**config.mk**
```make
export PLATFORM = sky130hd
export DESIGN_NAME = seq_multiplier_param
export DESIGN_NICKNAME = d
export VERILOG_FILES = /design/src/rtl/seq_multiplier_param.sv
export SDC_FILE = /design/constraint.sdc
export NUM_CORES = 1
export LEC_CHECK = 0
export ABC_AREA = 1
export BUFFER_PORTS_ARGS = -buffer_cell sky130_fd_sc_hd__buf_2
export CAP_MARGIN = 20
export CORE_MARGIN = 5
export CORE_UTILIZATION = 30
export DETAILED_ROUTE_END_ITERATION = 8
export HOLD_SLACK_MARGIN = 0.12
export PLACE_DENSITY = 0.52
export SYNTH_ARGS = -nofsm -noshare
export SYNTH_HDL_FRONTEND = slang
export SYNTH_SLANG_ARGS = --single-unit
```
**constraint.sdc**
```tcl
create_clock -name clk -period 2.49 [get_ports clk]
set_clock_uncertainty 0.2 [all_clocks]
set_input_delay 0.6225 -clock clk [delete_from_list [all_inputs] [get_ports clk]]
set_output_delay 0.6225 -clock clk [all_outputs]
set_load 0.01 [all_outputs]
```
**src/rtl/seq_multiplier_param.sv**
```systemverilog
// Parametrised shift-add sequential multiplier with signed/unsigned mode.
// Operands are captured on start and turned into magnitudes. WIDTH add/shift
// iterations build the unsigned product. The sign is applied once in FIX, so
// the product port only changes on the done cycle.
//
// Handshake: start is accepted on any rising edge where busy=0. The done cycle
// counts as idle, so a new start can be taken there. busy stays high from the
// cycle after acceptance until the result is written. done is a single-cycle
// pulse, high in the cycle after the result is written. product holds its value
// until the next done.
module seq_multiplier_param #(
    parameter int WIDTH = 8,
    parameter int CNT_W = $clog2(WIDTH + 1)
) (
    input  logic                 clk,
    input  logic                 rst_n,
    input  logic                 start,
    input  logic                 signed_mode,
    input  logic [WIDTH-1:0]     a_in,
    input  logic [WIDTH-1:0]     b_in,
    output logic                 busy,
    output logic                 done,
    output logic [2*WIDTH-1:0]   product
);

    typedef enum logic [1:0] {
        ST_IDLE = 2'd0,
        ST_RUN  = 2'd1,
        ST_FIX  = 2'd2
    } state_t;

    state_t               state_q, state_d;
    logic                 neg_q, neg_d;
    logic [WIDTH-1:0]     mag_a_q, mag_a_d;
    logic [WIDTH-1:0]     p_hi_q, p_hi_d;
    // Low half of P. It starts as |b| and the partial product shifts into it.
    logic [WIDTH-1:0]     p_lo_q, p_lo_d;
    logic [CNT_W-1:0]     cnt_q, cnt_d;
    logic [2*WIDTH-1:0]   product_q, product_d;
    logic                 done_q, done_d;

    // Datapath helpers: one extra adder bit keeps the carry for the shift.
    logic [WIDTH-1:0]     addend;
    logic [WIDTH:0]       sum;
    logic [2*WIDTH-1:0]   full;
    logic [2*WIDTH-1:0]   full_neg;

    assign addend   = p_lo_q[0] ? mag_a_q : '0;
    assign sum      = {1'b0, p_hi_q} + {1'b0, addend};
    assign full     = {p_hi_q, p_lo_q};
    assign full_neg = -full;

    // State and datapath registers; reset clears everything and aborts any run.
    always_ff @(posedge clk) begin
        if (!rst_n) begin
            state_q   <= ST_IDLE;
            neg_q     <= 1'b0;
            mag_a_q   <= '0;
            p_hi_q    <= '0;
            p_lo_q    <= '0;
            cnt_q     <= '0;
            product_q <= '0;
            done_q    <= 1'b0;
        end else begin
            state_q   <= state_d;
            neg_q     <= neg_d;
            mag_a_q   <= mag_a_d;
            p_hi_q    <= p_hi_d;
            p_lo_q    <= p_lo_d;
            cnt_q     <= cnt_d;
            product_q <= product_d;
            done_q    <= done_d;
        end
    end

    // Next-state and datapath update for IDLE capture, RUN iteration and FIX sign.
    always_comb begin
        state_d   = state_q;
        neg_d     = neg_q;
        mag_a_d   = mag_a_q;
        p_hi_d    = p_hi_q;
        p_lo_d    = p_lo_q;
        cnt_d     = cnt_q;
        product_d = product_q;
        done_d    = 1'b0;
        case (state_q)
            ST_IDLE: begin
                if (start) begin
                    neg_d   = signed_mode & (a_in[WIDTH-1] ^ b_in[WIDTH-1]);
                    // The most-negative value negates to 2^(WIDTH-1), which still fits unsigned.
                    mag_a_d = (signed_mode && a_in[WIDTH-1]) ? -a_in : a_in;
                    p_lo_d  = (signed_mode && b_in[WIDTH-1]) ? -b_in : b_in;
                    p_hi_d  = '0;
                    cnt_d   = '0;
                    state_d = ST_RUN;
                end
            end
            ST_RUN: begin
                p_hi_d = sum[WIDTH:1];
                p_lo_d = {sum[0], p_lo_q[WIDTH-1:1]};
                cnt_d  = cnt_q + CNT_W'(1);
                if (cnt_q == CNT_W'(WIDTH - 1)) begin
                    state_d = ST_FIX;
                end
            end
            ST_FIX: begin
                // A zero product negates to zero, so no special case is needed for it.
                product_d = neg_q ? full_neg : full;
                done_d    = 1'b1;
                state_d   = ST_IDLE;
            end
            default: begin
                state_d = ST_IDLE;
            end
        endcase
    end

    assign busy    = (state_q != ST_IDLE);
    assign done    = done_q;
    assign product = product_q;

endmodule

```
==> After elaboration in Yosys (flattened, before gate mapping) <==
Cells that the tools add are included.
{ "totals": {"ff_bits": 48, "wordCells": 42} }
{ "op_classes": {"n_eq_ne": 5, "bitwise": 2, "n_mux": 14, "n_addsub": 5, "reduce_logical": 8} }
{ "op_table": {"columns": ["operator", "count"], "rows": [
  ["two-way mux 8 bit", 5],
  ["one-hot mux 8 bit (2 select lines)", 2],
  ["two-way mux 16 bit", 1],
  ["negation 16 bit", 1],
  ["negation 8 bit", 2],
  ["adder 8 x 8 -> 9 bit", 1],
  ["one-hot mux 4 bit (2 select lines)", 1],
  ["AND reduction 2 bit", 3],
  ["adder 4 x 1 -> 4 bit, second input constant", 1],
  ["equality test 4 x 3 -> 1 bit, second input constant", 1],
  ["two-way mux 2 bit", 2],
  ["two-way mux 4 bit", 1],
  ["!= test 2 bit, second input constant", 2],
  ["one-hot mux 2 bit (2 select lines)", 1],
  ["nonzero test 2 bit", 2],
  ["equality test 2 x 1 -> 1 bit, second input constant", 1],
  ["equality test 2 bit, second input constant", 1],
  ["logical AND 1 bit", 2],
  ["zero test 2 bit", 1],
  ["AND 1 bit", 1],
  ["two-way mux 1 bit", 1],
  ["XOR 1 bit", 1]
]} }

==> Longest topological paths before layout <==
Gate-level depths: netlist of the first run.
{ "depth": {"depth_word": 4, "depth_mapped": 12, "depth_no_buf": 11} }

==> Worst setup path after synthesis of the first run <==
Ideal clock, no wire load.
{ "synth_timing": {"path_type": "register -> register", "start": "register p_lo_q[0]", "end": "register p_hi_q[7]", "path_buffers": 1, "slack_ns": 0.564, "arrival_time_ns": 1.602, "path_stages_with_launch": 12, "setup_time_ns": 0.125, "cell_sequence": "dfxtp_1 -> buf_2 -> nand2_1 -> inv_1 -> ha_1 -> fa_1 -> nand3_1 -> nand2_1 -> nand2_1 -> nand2_1 -> a21boi_0 -> o22ai_1"} }
{ "synth_between": {"elab_chain_cells": 3} }
{ "synth_lines": {"columns": ["element", "line", "text"], "rows": [
  ["from (decl)", "37", "logic [WIDTH-1:0] p_lo_q, p_lo_d;"],
  ["from (signal assigned)", "69", "p_lo_q <= p_lo_d;"],
  ["two-way mux 8 bit", "48", "assign addend = p_lo_q[0] ? mag_a_q : '0;"],
  ["adder 8 x 8 -> 9 bit", "49", "assign sum = {1'b0, p_hi_q} + {1'b0, addend};"],
  ["one-hot mux 8 bit (2 select lines)", "86", "case (state_q)"],
  ["to (signal assigned)", "68", "p_hi_q <= p_hi_d;"],
  ["to (decl)", "35", "logic [WIDTH-1:0] p_hi_q, p_hi_d;"]
]} }
Every way passes these cells.
A chain may end at the register's enable or synchronous reset.

==> Final worst setup path of the first run <==
Same ends and word-level chain as after synthesis.

==> results of run 1 <==
-- critical path: stages, from the launching register on --
cell	delay (ps)
dfxtp_1	430
nand2_1	120
inv_1	50
ha_1	200
fa_1	410
nand3_1	90
nand2_1	90
nand2_1	70
nand2_1	80
a21boi_0	160
o22ai_1	80
-- layer usage --
metal / vias to the layer above / track usage (%) / part of all wire, %
met5: - / 0 / 0
met4: 0 / 3.84 / 1.1
met1: 1214 / 17.9 / 50
li1: 1474 / - / -
met3: 6 / 2.83 / 3.7
met2: 55 / 22.2 / 46
-- how the worst max path moves through the flow --
stage,from,endpoint,slack [ps],cells after the start
final,p_lo_q[0],p_hi_q[7],410,10
after global routing,state_q[1],p_hi_q[0],240,6
after CTS,p_lo_q[0],p_hi_q[7],390,10
after detailed placement,start,p_lo_q[5],180,6
after global placement,start,p_lo_q[5],220,6
after floorplan,p_lo_q[0],p_hi_q[7],560,11
-- where the power goes --
| group | leakage [nW] | total, mW | internal [mW] | switching [mW] |
|---|---|---|---|---|
| clock | 0.0510 | 0.482 | 0.222 | 0.259 |
| sequential | 0.391 | 0.838 | 0.800 | 0.0381 |
| combinational | 1.19 | 0.283 | 0.0990 | 0.184 |
-- sequential cells by signal (all words and copies together) (netlist names) --
signal	flops
cnt_q	4
done	1
mag_a_q	8
neg_q	1
p_hi_q	8
p_lo_q	8
product	16
state_q	2
-- cell families after synthesis --
group           Yosys count  synth area share (%)
compound gates           87                  17.4
flops                    48                  34.3
xor+xnor                  8                  2.50
simple gates            199                  29.5
buf+inv                  75                  10.4
fa+ha+maj                13                  6.07
-- stage by stage --
step	worst slack (ps)	utilization, %	instances	instance area, µm²	total power, mW
floorplan	564	-	430	2800	1.05
global placement	215	33.9	571	3110	1.14
detailed placement	184	33.9	571	3110	1.14
CTS	388	34.9	579	3210	1.63
global route	243	34.9	579	3210	1.70
finish	409	34.9	579	3210	1.60
-- area by class of cell --
type | instances | area, µm²
clock buffer | 6 | 82.6
clock inverter | 2 | 10.0
fill | 1034 | 5990
inverter | 63 | 236
multi-input combinational | 307 | 1560
sequential | 48 | 961
tap | 111 | 139
timing repair buffer | 42 | 223
-- cells in the final DEF, fill, tap and decap left out, drive strengths merged --
| cell type | Yosys | routed |
|---|---|---|
| nand2 | 101 | 101 |
| inv | 63 | 63 |
| nor2 | 53 | 53 |
| dfxtp | 48 | 48 |
| buf | 8 | 42 |
| o21ai | 38 | 38 |
| nand3 | 37 | 37 |
| a21oi | 31 | 31 |
| ha | 12 | 12 |
| nand4 | 6 | 6 |
| xor2 | 6 | 6 |
| clkbuf | 4 | 6 |
| o221ai | 4 | 4 |
| o22ai | 4 | 4 |
| o211ai | 3 | 3 |
| nor3 | 2 | 2 |
| xnor2 | 2 | 2 |
| clkinv | 0 | 2 |
| o21bai | 1 | 1 |
| a31oi | 1 | 1 |
| o2bb2ai | 1 | 1 |
| a32o | 1 | 1 |
| a21boi | 1 | 1 |
| a22oi | 1 | 1 |
| o21a | 1 | 1 |
| fa | 1 | 1 |
==> flow_metrics.tcl, run 1 <==
set metrics [dict create \
    ctsResizeCount 0 \
    cp.arrival_ps 2070 \
    netlist.area_leader.share_pct 34.3 \
    dr.first_iter.drc_count 108 \
    min_path_cells 2 \
    period_minus_slack_ps 2080 \
    synthTopCellsByArea "dfxtp_1 (34%), nand2_1 (14%), inv_1 (7.8%), nor2_1 (6.8%), nand3_1 (6.4%)" \
    r2r_start "p_lo_q[0]" \
    start_kind "flop" \
    post-route-period-util_pct 83.6 \
    finalHoldViolations 0 \
    drt-total-wl_mm 7.23 \
    io_pins 38 \
    initial_utilization_pct 30.5 \
    synth_edf_count 0 \
    grt_max_degree 33 \
    avgViaCountPerCell 4.75 \
    min_to "cnt_q[3]" \
    worst_ir_drop_vdd_mv 0.236 \
    drc 0 \
    grt_remaining_overflow 0 \
    finalNetCount 500 \
    wl_per_cell_um 12.5 \
    leakage_nw 1.64 \
    io_buffers 37 \
    syn_area_um2 2800 \
    max_slew_margin_pct 53.9 \
    track_usage_pct 13.5 \
    ant_nets 0 \
    synth_nets 463 \
    clock-root-buffer "clkbuf_8" \
    vias 2749 \
    place_hpwl_mm 5.68 \
    cts_setup_buffers 0 \
    ctsLongestPathBuffers 2 \
    maxCapViolCount 0 \
    ys_types 32 \
    min-delay-start "cnt_q[3]" \
    setup_viol 0 \
    synthFlopType "dfxtp_1" \
    setup-tns-final_ps 0 \
    fmax_ghz 0.481 \
    endpoint_kind "flop" \
    p_per_area_nw_per_um2 500 \
    row_count 35 \
    die_h_um 107 \
    status "finished clean" \
    ys_ff_latch 48 \
    rrSetupSlack_ps 410 \
    cts.reportedPaths.clkPinSlew_ps 80 \
    die_w_um 107 \
    yosysMostFrequentCell "nand2_1" \
    cts_sinks 48 \
    avgSynthCellArea_um2 6.52 \
    cp.required_ps 2480 \
    cts_tree "done" \
    grt_pass1_vias 2638 \
    hold_buffers 0 \
    diodes 0 \
    synth_common_cells "nand2_1 (101), inv_1 (58), nor2_1 (51), dfxtp_1 (48), nand3_1 (36)" \
    holdWs_ps 271 \
    firstDrtPassIters 4 \
    path_class "flop to flop" \
    cp_max_fo 11 \
    yosys.area.top_type "dfxtp_1" \
    rsz0062_at_grt "no" \
    yosysWarnings 0 \
    core-area_um2 9200 \
    drive_gt1_share_pct 12.8 \
    netlist_instances 430 \
    syn2layout_area_growth_pct 14.4 \
    antenna_found_initial 0 \
    slew_viol_final 0 \
    async_flop_share_pct 0 \
    die_area_um2 11400 \
    finalWeightedCongestion 0.824 \
    clock_latency_ps 300 \
    grt_pass1_wl_mm 12.5 \
    cts-buffers-inserted 5 \
    yosysSeqAreaShare_pct 34.3 \
    reg2reg_depth 10 \
    r2r-end "p_hi_q[7]" \
    htree_levels 2 \
    hold_path_class "flop to flop" \
    tightest_slew_ps 690 \
]
No activity file was read; power rests on OpenSTA's default activity.
==> inputs of run 2 (changes only) <==
PLACE_DENSITY = 0.54   (was 0.52)
clock period = 1.8 ns   (was 2.49 ns; I/O delays follow)
==> run 2 against run 1 <==
Effect of this change: wire length up 2.0%; sequential cell count unchanged; worst hold slack worse by 59 ps; global-route usage about the same; total power up 51%; sequential share of layout area down 2.2 points; maximum frequency up 17%.
==> flow_metrics.tcl, run 2 (synthesis results as in run 1) <==
set metrics [dict create \
    io_pins 38 \
    clock-root-buffer "clkbuf_8" \
    die_area_um2 11400 \
    fmax_ghz 0.560 \
    grt_remaining_overflow 0 \
    worst_ir_drop_vdd_mv 0.285 \
    rsz0062_at_grt "yes" \
    period_minus_slack_ps 1780 \
    setup-tns-final_ps 0 \
    grt_max_degree 33 \
    status "finished clean" \
    syn2layout_area_growth_pct 23.9 \
    max_stage_delay_ps 370 \
    avgViaCountPerCell 4.71 \
    tightest_slew_ps 344 \
    crit_top_cell "nand2_2" \
    htree_levels 2 \
    leakage_nw 1.73 \
    worstPathCellList "nand2_2, inv_2, ha_4, fa_2, nand3_2, nand2_2, nand2_2, nand2_2, a21boi_1, o22ai_1" \
    core-area_um2 9200 \
    drt-total-wl_mm 7.38 \
    place_hpwl_mm 5.82 \
    critPathSlowestCell "dfxtp_4" \
    endpoint_kind "flop" \
    row_count 35 \
    maxCapViolCount 0 \
    initial_utilization_pct 30.5 \
    cp.required_ps 1790 \
    setup_viol 0 \
    grt_pass1_wl_mm 12.7 \
    largest_register_ffs 16 \
    cts_sinks 48 \
    wl_per_cell_um 12.3 \
    reg2reg_depth 10 \
    path_class "flop to flop" \
    min_path_cells 3 \
    hold_buffers 0 \
    finalNetCount 520 \
    die_w_um 107 \
    hold_path_class "input port to flop" \
    io_buffers 37 \
    track_usage_pct 13.5 \
    cts-buffers-inserted 5 \
    finalWeightedCongestion 0.828 \
    ant_nets 0 \
    post-route-period-util_pct 99.1 \
    cp.arrival_ps 1770 \
    drc 0 \
    clock_latency_ps 300 \
    slew_viol_final 0 \
    max_slew_margin_pct 76.9 \
    post_dp_cell_area_um2 3280 \
    cts.reportedPaths.clkPinSlew_ps 90 \
    cp_max_fo 7 \
    p_per_area_nw_per_um2 696 \
    finalHoldViolations 0 \
    antenna_found_initial 0 \
    vias 2819 \
    final_cell_mix "nand2_1 (96), inv_1 (56), nor2_1 (49)" \
    grt_pass1_vias 2721 \
    final_common_cell "nand2_1" \
    start_kind "flop" \
    die_h_um 107 \
    drive_gt1_share_pct 20.1 \
    ctsLongestPathBuffers 2 \
    cts_tree "done" \
    dr.first_iter.drc_count 80 \
    diodes 0 \
    fin_area_um2 3470 \
    firstDrtPassIters 4 \
]
-- run 2: cell types whose count changed in the layout (fill, tap and decap cells not counted), moves of 3 or more --
cell,before,now
nand2_2,0,5
nand2_1,101,96
buf_4,5,24
ha_1,12,8
ha_4,0,3
-- run 2: area by class of cell --
cell class,count,area (µm²)
clock inverter,3,46.3
sequential,48,965
multi-input combinational,307,1630
clock buffer,5,68.8
tap,111,139
inverter,63,236
timing repair buffer,62,385
fill,1000,5720
-- run 2: where the power goes --
part,leakage [nW],switching (mW),internal (mW),total (mW)
clock,0.0548,0.388,0.419,0.807
combinational,1.28,0.277,0.185,0.462
sequential,0.391,0.0431,1.11,1.15
total,1.73,0.708,1.71,2.42
-- run 2: critical path, delay by kind of cell (launching register included) --
family / cells / cell delay, ps
flip-flops: 1 / 370
adder cells (fa/ha/maj): 2 / 500
buffers and inverters: 1 / 40
AND/OR/NAND/NOR: 5 / 360
AO/OA/AOI/OAI: 2 / 200
-- run 2: per-stage QoR --
| stage | hold slack (ps) | instances | power, mW | utilization, % | setup WS, ps |
|---|---|---|---|---|---|
| after global routing | 212 | 599 | 2.57 | 37.8 | -67.1 |
| final | 211 | 599 | 2.42 | 37.8 | 15.7 |
| after global placement | 253 | 590 | 1.63 | 35.7 | -0.806 |
| after detailed placement | 262 | 590 | 1.63 | 35.7 | -22.0 |
| after CTS | 200 | 598 | 2.44 | 37.0 | 24.8 |
| after floorplan | 244 | 430 | 1.46 | - | -15.7 |
-- run 2: routing by layer --
metal	wire length (µm)	track usage, %
met1	3580	18.1
met2	3410	22.1
met3	256	2.71
met4	127	3.65
met5	0	0
-- run 2: final timing paths --
kind             start         end  slack (ps)
max reg2reg  p_lo_q[0]   p_hi_q[7]          20
min reg2reg   cnt_q[3]    cnt_q[3]         270
max          p_lo_q[0]   p_hi_q[7]          20
min            a_in[1]  mag_a_q[1]         210
-- run 2: timing repair --
action,4_1_cts,5_1_grt
hold endpoints to repair,0,0
pin swaps,2,2
endpoints found under the setup margin,1,7
buffers inserted,0,1
resized for setup,2,15
==> inputs of run 3 (changes only) <==
PLACE_DENSITY = 0.52   (was 0.54)
REMOVE_ABC_BUFFERS = 1   (was not set)
clock period = 1.9 ns   (was 1.8 ns; I/O delays follow)
==> run 3 against run 2 <==
Effect of this change: first-iteration DRC count down 7.5%; global-route usage down 0.14 points; via count about the same; sequential share of layout area up 0.27 points; sequential power down 5%; non-clock buffer count down 7; critical endpoint unchanged; largest power group unchanged; highest routed layer unchanged.
==> flow_metrics.tcl, run 3 (synthesis results as in run 1) <==
set metrics [dict create \
    grt_remaining_overflow 0 \
    reg2reg_depth 10 \
    maxCapViolCount 0 \
    max_slew_margin_pct 74.4 \
    grt_use_met3_pct 1.87 \
    drc 0 \
    io_pins 38 \
    slew_viol_final 0 \
    p_switching_uw 686 \
    dp_slack_ps -43.7 \
    clock-root-buffer "clkbuf_8" \
    largest_register_ffs 16 \
    syn2layout_area_growth_pct 22.7 \
    grt_pass1_wl_mm 12.4 \
    drt-total-wl_mm 7.63 \
    stdcell_count 592 \
    io_buffers 37 \
    final_common_cell "nand2_1" \
    r2r_start "p_lo_q[0]" \
    fmax_ghz 0.545 \
    r2r-end "p_hi_q[7]" \
    htree_levels 2 \
    cts_sinks 48 \
    finalHoldViolations 0 \
    fin_area_um2 3440 \
    antenna_found_initial 0 \
    placed_cells 584 \
    worstSetupStartpoint "p_lo_q[0]" \
    die_h_um 107 \
    grtUsageMet1_pct 17.3 \
    p_comb_share_pct 18.3 \
    worstSetupEndpoint "p_hi_q[7]" \
    vias 2820 \
    setup_viol 0 \
    cts-buffers-inserted 5 \
    period_minus_slack_ps 1840 \
    status "finished clean" \
    start_kind "flop" \
    row_count 35 \
    grt_max_degree 33 \
    p_int_mw 1.64 \
    hold_buffers 0 \
    p_clk_share_pct 34.8 \
    cts_tree "done" \
    grt_util_met2_pct 23.5 \
    tightest_slew_ps 383 \
    finalWeightedCongestion 0.818 \
    power.total_mw 2.33 \
    die_w_um 107 \
    ctsLongestPathBuffers 2 \
    path_class "flop to flop" \
    grt_busiest_layer "met2" \
    initial_utilization_pct 30.5 \
    die_area_um2 11400 \
    p_seq_share_pct 46.8 \
    finalNetCount 513 \
    cts_setup_buffers 0 \
    postLayoutSetupSlackWorst_ps 64.9 \
    hold_path_class "input port to flop" \
    worst_ir_drop_vdd_mv 0.257 \
    core-area_um2 9200 \
    post-route-period-util_pct 96.6 \
    endpoint_kind "flop" \
    rrSetupSlack_ps 60 \
    ant_nets 0 \
    firstDrtPassIters 4 \
    cp.arrival_ps 1820 \
    leakage_nw 1.69 \
    power.share.switching_pct 29.5 \
    diodes 0 \
    place_hpwl_mm 5.85 \
    clock_latency_ps 310 \
    dr.first_iter.drc_count 74 \
    wl_per_cell_um 12.9 \
    avgViaCountPerCell 4.76 \
    cp.required_ps 1890 \
    final_cell_mix "nand2_1 (97), inv_1 (57), nor2_1 (50)" \
    drive_gt1_share_pct 18.5 \
    post_dp_cell_area_um2 3220 \
    grt_pass1_vias 2574 \
    p_per_area_nw_per_um2 676 \
    track_usage_pct 13.4 \
    cp_max_fo 7 \
    cts.reportedPaths.clkPinSlew_ps 100 \
]
-- run 3: area by class of cell --
cell class              count  area (µm²)
repair buffers             55         333
clock buffers               6        82.6
fillers                  1012        5760
inverters                  63         236
clock inverters             2        38.8
flip-flops and latches     48         965
well taps                 111         139
multi-input cells         307        1650
-- run 3: stage by stage --
stage                     hold WS [ps]  TNS, ps  util [%]
after detailed placement           260    -43.7      35.1
after floorplan                    243     -628         -
after CTS                          215        0      36.4
after global placement             250        0      35.1
final                              219        0      37.4
after global routing               223    -23.8      37.4
-- run 3: worst min path at each step --
stage / from / endpoint / slack, ps / cells past startpoint
5_1_grt: a_in[1] / mag_a_q[1] / 220 / 3
3_5_place_dp: cnt_q[3] / cnt_q[3] / 260 / 2
4_1_cts: a_in[1] / mag_a_q[1] / 210 / 3
3_3_place_gp: cnt_q[3] / cnt_q[3] / 250 / 2
2_1_floorplan: cnt_q[3] / cnt_q[3] / 240 / 2
6_report: a_in[1] / mag_a_q[1] / 220 / 3
-- run 3: timing repair --
action	4_1_cts	5_1_grt
pin swaps	0	6
setup endpoints to repair	2	6
gates resized for setup	2	18
-- run 3: layer usage --
layer	routed length [µm]	vias up
met5	0	-
met4	91	0
met3	215	7
met2	3720	34
met1	3600	1277
li1	-	1502
-- run 3: power groups by stage --
stage                     clock [mW]  combinational [mW]  sequential (mW)
final                          0.810               0.426             1.09
after global routing           0.877               0.483             1.10
after CTS                      0.844               0.420             1.09
after detailed placement           0               0.418             1.11
after global placement             0               0.415             1.11
after floorplan                    0               0.255             1.11
-- run 3: worst max-delay path, stage by stage (launching register included) --
cell and delay (ps):
dfxtp_4 390, buf_4 140, nand2_1 50, inv_1 90
ha_4 220, a21oi_1 170, nand2_2 90, nand2_2 70
nand2_2 50, a21boi_1 150, o22ai_1 90
